### config.mk
export PLATFORM = sky130hd
export DESIGN_NAME = tap_sequencer
export DESIGN_NICKNAME = d
export VERILOG_FILES = /design/src/rtl/tap_sequencer.sv
export SDC_FILE = /design/constraint.sdc
export NUM_CORES = 2
export LEC_CHECK = 0
export BUFFER_PORTS_ARGS = -buffer_cell sky130_fd_sc_hd__buf_2
export CAP_MARGIN = 20
export CORE_UTILIZATION = 25
export CTS_BUF_LIST = sky130_fd_sc_hd__clkbuf_2
export DETAILED_ROUTE_END_ITERATION = 8
export PLACE_DENSITY = 0.5
export SLEW_MARGIN = 10
export SYNTH_ARGS = -nofsm -noshare
export SYNTH_HDL_FRONTEND = slang
export SYNTH_SLANG_ARGS = --single-unit
### constraint.sdc
create_clock -name clk -period 3.15 [get_ports clk]
set_input_delay 0.4725 -clock clk [delete_from_list [all_inputs] [get_ports clk]]
set_output_delay 0.4725 -clock clk [all_outputs]
set_load 0.01 [all_outputs]
### src/rtl/tap_sequencer.sv
// Tap sequencer: keeps a circular history of input samples and, for each accepted
// sample, walks the FIR phases k=0..TAPS-1 presenting x(n-k) and k to the MAC stage.
module tap_sequencer #(
    parameter int TAPS   = 64,
    parameter int DATA_W = 16
) (
    input  logic              clk,
    input  logic              rst,
    input  logic              clk_enable,
    input  logic [DATA_W-1:0] in_sample,
    input  logic              in_valid,
    output logic              in_ready,
    input  logic              flush,
    output logic [DATA_W-1:0] input_mux,
    output logic [5:0]        tap_index,
    output logic              phase_0,
    output logic              phase_63,
    output logic              mac_active,
    output logic              frame_done
);

    // state | meaning
    // IDLE  | waiting for a sample or a pending flush
    // RUN   | presenting phase k of the current frame
    // CLEAR | zeroing one history entry per enabled cycle
    typedef enum logic [1:0] {
        IDLE  = 2'd0,
        RUN   = 2'd1,
        CLEAR = 2'd2
    } state_t;

    localparam logic [5:0] K_LAST = 6'(TAPS - 1);
    localparam logic [6:0] TAPS_7 = 7'(TAPS);

    state_t            state;
    logic [5:0]        k;
    logic [5:0]        wr_ptr;
    logic [5:0]        newest_ptr;
    logic [5:0]        clr_cnt;
    logic              flush_pend;
    logic [DATA_W-1:0] hist [TAPS];

    logic              flush_req;
    logic              last_phase;
    logic              accept;
    logic [5:0]        k_next;
    logic [5:0]        rd_addr;
    logic [5:0]        wr_ptr_next;

    always_comb begin
        flush_req   = flush_pend | flush;
        last_phase  = (state == RUN) && (k == K_LAST);
        // rst gates in_ready so every output reads 0 while reset is held
        in_ready    = rst && clk_enable && !flush_req && ((state == IDLE) || last_phase);
        accept      = in_ready && in_valid;
        k_next      = k + 6'd1;
        wr_ptr_next = (wr_ptr == K_LAST) ? 6'd0 : wr_ptr + 6'd1;
        if (newest_ptr >= k_next) begin
            rd_addr = newest_ptr - k_next;
        end else begin
            rd_addr = 6'(TAPS_7 + {1'b0, newest_ptr} - {1'b0, k_next});
        end
    end

    assign tap_index = k;

    always_ff @(posedge clk or negedge rst) begin
        if (!rst) begin
            state      <= IDLE;
            k          <= '0;
            wr_ptr     <= '0;
            newest_ptr <= '0;
            clr_cnt    <= '0;
            flush_pend <= 1'b0;
            input_mux  <= '0;
            phase_0    <= 1'b0;
            phase_63   <= 1'b0;
            mac_active <= 1'b0;
            frame_done <= 1'b0;
            for (int i = 0; i < TAPS; i++) begin
                hist[i] <= '0;
            end
        end else if (!clk_enable) begin
            // frozen: everything holds, but a completed frame is only reported once
            frame_done <= 1'b0;
        end else begin
            frame_done <= 1'b0;
            flush_pend <= flush_pend | flush;
            if (accept) begin
                hist[wr_ptr] <= in_sample;
                newest_ptr   <= wr_ptr;
                wr_ptr       <= wr_ptr_next;
                state        <= RUN;
                k            <= '0;
                input_mux    <= in_sample;
                phase_0      <= 1'b1;
                phase_63     <= (K_LAST == 6'd0);
                mac_active   <= 1'b1;
                frame_done   <= last_phase;
            end else begin
                case (state)
                    IDLE: begin
                        if (flush_req) begin
                            state      <= CLEAR;
                            clr_cnt    <= K_LAST;
                            flush_pend <= 1'b1;
                        end
                    end
                    RUN: begin
                        if (last_phase) begin
                            state      <= IDLE;
                            k          <= '0;
                            input_mux  <= '0;
                            phase_0    <= 1'b0;
                            phase_63   <= 1'b0;
                            mac_active <= 1'b0;
                            frame_done <= 1'b1;
                        end else begin
                            k         <= k_next;
                            input_mux <= hist[rd_addr];
                            phase_0   <= 1'b0;
                            phase_63  <= (k_next == K_LAST);
                        end
                    end
                    CLEAR: begin
                        hist[clr_cnt] <= '0;
                        if (clr_cnt == 6'd0) begin
                            state      <= IDLE;
                            wr_ptr     <= '0;
                            flush_pend <= 1'b0;
                        end else begin
                            clr_cnt <= clr_cnt - 6'd1;
                        end
                    end
                    default: state <= IDLE;
                endcase
            end
        end
    end

endmodule

Word level (Yosys, flattened, before mapping)

Cells that the tools add are included.

Register bits: 1071
Input bits: 21
Output and inout bits: 27
Word-level logic and storage cells: 172

Add/subtract/negate cells: 6
$lt $le $gt $ge: 6
Equal/unequal tests: 10
Muxes and demuxes: 45
Bitwise gates (word level): 7
Reduce and logical (&&, ||, !) cells: 23

Operators by type and width:

| operator                                                  | count |
|---|---|
| 2-to-1 mux 1024 bit                                       | 2 |
| bitwise AND 1024 bit                                      | 1 |
| bitwise mux 1024 bit                                      | 1 |
| NOT 1024 bit                                              | 1 |
| demux 16 bit (select 6 bit)                               | 2 |
| 2-to-1 mux 16 bit                                         | 7 |
| binary-select mux 16 bit (select 6 bit)                   | 1 |
| 2-to-1 mux 6 bit                                          | 10 |
| greater-or-equal comparator 7 bit (second input constant) | 3 |
| NOT 6 -> 7 bit                                            | 3 |
| == test 6 bit (second input constant)                     | 3 |
| 2-to-1 mux 1 bit                                          | 15 |
| < comparator 7 x 1 -> 1 bit (second input constant)       | 2 |
| adder 6 x 1 -> 6 bit (second input constant)              | 2 |
| one-hot mux 6 bit (2 select lines)                        | 1 |
| subtractor 6 bit                                          | 2 |
| nonzero test 2 bit                                        | 5 |
| != test 3 bit (second input constant)                     | 3 |
| 2-to-1 mux 2 bit                                          | 4 |
| logical AND 1 bit                                         | 7 |
| adder 1 x 6 -> 6 bit (first input constant)               | 1 |
| greater-or-equal comparator 6 bit                         | 1 |
| logical NOT 6 bit                                         | 1 |
| one-hot mux 2 bit (3 select lines)                        | 1 |
| 14 further kinds                                          | 18 |

Longest topological paths before layout

Word-level depth: 10
Depth in mapped cells: 14

Worst setup path before layout

No wires, ideal clock.

Path type: register to register
Start: register k[0], in the netlist tap_index[0]
End: register input_mux[11]
Library setup time: 0.127 ns
Arrival time: 3.280 ns
Data required time: 3.023 ns
Setup slack: -0.257 ns
Cell stages (with the launch flop): 13
Buffers on the path: 4
Clock period less this slack: 3.407 ns
Cells stage by stage: dfrtp_1 -> inv_1 -> ha_1 -> fa_1 -> clkbuf_1 -> buf_2 -> buf_2 -> buf_2 -> mux4_2 -> mux2i_1 -> mux2i_1 -> a211oi_1 -> o31ai_1

Longest elaborated chain between the ends: 10
Elaborated cells on any way between the ends: 19
Those cells by class: 3 x add/sub; 1 x order compare; 1 x eq/ne; 7 x mux; 1 x bitwise; 6 x reduce/logical

RTL lines:

| element                                               | RTL line | text |
|---|---|---|
| start, declared                                       | 36       | `logic [5:0] k;` |
| start signal, assigned                                | 119      | `k <= k_next;` |
| adder 6 x 1 -> 6 bit                                  | 56       | `k_next = k + 6'd1;` |
| subtractor 6 bit (tied with other cells)              | 61       | `rd_addr = 6'(TAPS_7 + {1'b0, newest_ptr} - {1'b0, k_next});` |
| 2-to-1 mux 6 bit                                      | 58       | `if (newest_ptr >= k_next) begin` |
| NOT 6 -> 7 bit (implied by the code)                  | 120      | `input_mux <= hist[rd_addr];` |
| binary-select mux 16 bit (select 6 bit)               | 120      |  |
| 2-to-1 mux 16 bit (implied by the code) (2 in series) | 120      |  |
| 2-to-1 mux 16 bit                                     | 110      | `if (last_phase) begin` |
| 2-to-1 mux 16 bit                                     | 101      | `case (state)` |
| 2-to-1 mux 16 bit                                     | 89       | `if (accept) begin` |
| end signal, assigned                                  | 95       | `input_mux <= in_sample;` |
| end signal, assigned                                  | 120      |  |
| end, declared                                         | 14       | `output logic [DATA_W-1:0] input_mux,` |

Several ways; a longest one is shown, not always the timed one. The select of a mux whose other input is x is not followed.
A chain may end at the register's enable or synchronous reset.

Worst setup path in the final report

Start: register k[1], in the netlist tap_index[1]
End: output in_ready

Longest elaborated chain between the ends: 4

RTL lines:

| element           | RTL line | text |
|---|---|---|
| == test 6 bit     | 52       | `last_phase = (state == RUN) && (k == K_LAST);` |
| logical AND 1 bit | 52       |  |
| logical OR 1 bit  | 54       | `in_ready = rst && clk_enable && !flush_req && ((state == IDLE) \|\| last_phase);` |
| logical AND 1 bit | 54       |  |
| end, declared     | 12       | `output logic in_ready,` |

No other way between the ends.

==> flow_metrics.tcl <==
set metrics [dict create \
    p_per_area_nw_per_um2 468 \
    period_share 1.21 \
    tightest_slew_ns 1.23 \
    dpl_cell_area_um2 54600 \
    peakVddDrop_mv 0.204 \
    yosys-top-cells-count "nand2_1 (1,131), dfrtp_1 (1,071), o21ai_0 (1,006), mux4_2 (256), clkbuf_1 (255)" \
    hold_ws_ns 0.140 \
    slew_headroom 0.180 \
    drtIter0Drc 2873 \
    cts_buffer_depth 4 \
    postSynthCellCount 4522 \
    synth-main-ff-cell "dfrtp_1" \
    r2r-end "input_mux[13]" \
    path_clk_slew_ns 0.10 \
    r2r_slack_ns -0.65 \
    r2r_cells 14 \
    worst_ep_required_time_ns 2.68 \
    yosys_warnings 0 \
    drive_gt1_frac 0.282 \
    cts_tree "yes" \
    grt_pass1_wl_um 262000 \
    yosysTopAreaCell "dfrtp_1" \
    period_minus_slack_ns 3.81 \
    track_usage 0.177 \
    ys_top_cells_by_area "dfrtp_1 (55%), mux4_2 (12%), o21ai_0 (10%)" \
    violations "setup timing" \
    final_nets 5060 \
    grt_pass1_vias 39245 \
    avgSynthCellArea_um2 10.7 \
    max_cap_viol_count 0 \
    dr.pass1.iters 6 \
    crit_fanout 5 \
    wl_um 174000 \
    worstSetupStartpointType "flip-flop" \
    grt_remaining_overflow 0 \
    antenna_found_initial 5 \
    fin_util 0.311 \
    cp-end-kind "primary output" \
    hold_viol 0 \
    area.growth.synth_to_final_pct 23.7 \
    ios 48 \
    ys_types 54 \
    gp_congestion 0.850 \
    io_buffer_count 47 \
    cts_buffers 303 \
    place_inst 7118 \
    root_buffer "clkbuf_2" \
    post-place-ws_ns -0.994 \
    fmax_mhz 263 \
    async_flop_share 1.00 \
    die_h_um 442 \
    die_area_um2 195000 \
    synth_edf_count 0 \
    viasPerCell 4.94 \
    die-width_um 442 \
    hpwl_um 107000 \
    grt_max_degree 171 \
    finalSetupTns_ns -9.83 \
    synth.most_common_cell "nand2_1" \
    rr_startpoint "tap_index[0]" \
    clock_sink_count 1071 \
    yosysTopAreaCellShare 0.554 \
    hold_class "in -> async" \
    cp-startpoint "tap_index[1]" \
    rsz0062_at_grt "yes" \
    synth_seq_area_share 0.554 \
    critical_path_class "reg -> out" \
    clock_skew_ns 0.141 \
    htreeDepth 5 \
    arrival_ns 3.33 \
    total_leakage_power_nw 25.3 \
    crit_end "in_ready" \
    setup_slack_ns -0.656 \
    synth_area_um2 48300 \
    rows 161 \
    fin_area_um2 59800 \
    wire_per_inst_um 22.5 \
    antenna_left 0 \
    slew_violations 0 \
    ys_ff_latch 1071 \
    insertion_delay_ns 1.76 \
    finalPower_mw 28.0 \
    route.detailed.drc 0 \
    core_um2 192000 \
    syn_nets 4552 \
    start_util 0.251 \
    vias 38277 \
    finalSetupViolCount 17 \
    status "finished with violations" \
    fin_cells 7741 \
]
==> routing by layer <==
layer / part of all wire / global-route usage / vias up
met5: 0.000075 / 0 / -
met4: 0.035 / 0.0763 / 2
met3: 0.059 / 0.0296 / 291
met2: 0.47 / 0.281 / 1255
met1: 0.43 / 0.236 / 19673
li1: - / - / 17056
==> placed cells by master, fill, tap and decap left out, drive strengths merged, types with 10 or more instances in the layout <==
master and instances:
nand2 1131, o21ai 1113, dfrtp 1071, buf 525, clkbuf 433, mux4 256
mux2i 129, nor2 78, a211oi 66, a21oi 54, nor3 52, clkinv 49
dlygate4sd3 43, mux2 32, and2 21, o31ai 18, a22o 17, nor3b 15
and3 14, nand3 12, inv 12, diode 10
==> kinds of logic (layout without fill, tap and decap cells) <==
| group | Yosys count | count (layout) | share of synthesized area |
|---|---|---|---|
| and+or+nand+nor | 1353 | 1353 | 0.112 |
| AOI/OAI and AO/OA | 1279 | 1279 | 0.142 |
| DFF | 1071 | 1071 | 0.554 |
| adders and majority gates | 10 | 10 | 0.00269 |
| xor gates and xnor gates | 10 | 10 | 0.00254 |
| other | 0 | 10 | 0 |
| muxes | 417 | 417 | 0.153 |
| buffers and inverters | 382 | 1065 | 0.0333 |
==> state kept, by name, indices dropped and copies added, names as in the netlist <==
signal	cells
hist	1024
wr_ptr	6
phase_63	1
mac_active	1
clr_cnt	6
flush_pend	1
newest_ptr	6
tap_index	6
phase_0	1
input_mux	16
frame_done	1
state	2
==> power breakdown <==
part	switching (mW)	leakage [nW]	total, mW	internal (mW)
Combinational	2.25	8.50	4.07	1.82
Sequential	0.234	14.8	14.1	13.8
Clock	6.06	1.91	9.86	3.80
Total	8.54	25.3	28.0	19.5
==> worst max-delay path, cell delays in order (launching register included) <==
cell and delay (ns):
dfrtp_1 0.36, buf_4 0.15, ha_4 0.14, buf_6 0.09, and3_4 0.19, buf_6 0.10
nand3_4 0.10, a211oi_4 0.31, buf_6 0.15, buf_6 0.09
==> timing repair <==
item / in CTS / in global routing
setup endpoints to repair: 23 / 1048
pin swaps: 21 / 43
gates cloned: 7 / 9
hold buffers: 45 / 0
endpoints found under the hold margin: 2142 / 0
buffers inserted: 25 / 54
gates resized for setup: 104 / 142
==> cell type report <==
cell class	instances	area, µm²
Antenna cell	10	25.0
Clock buffer	424	2120
Clock inverter	56	302
Fill cell	19893	133000
Inverter	8	32.5
Multi-Input combinational cell	3069	21000
Sequential cell	1071	26800
Tap cell	2526	3160
Timing Repair Buffer	577	6330
==> worst min-delay path by stage <==
stage                         endpoint  slack, ns  cells past startpoint
final                     input_mux[0]       0.14                      3
after global routing      input_mux[0]       0.03                      3
after CTS                 tap_index[2]       0.02                      9
after detailed placement     hist[873]       0.32                      1
after global placement       hist[873]       0.32                      1
after floorplan             clr_cnt[0]       0.18                      0
Power figures use the tool's default switching activity.
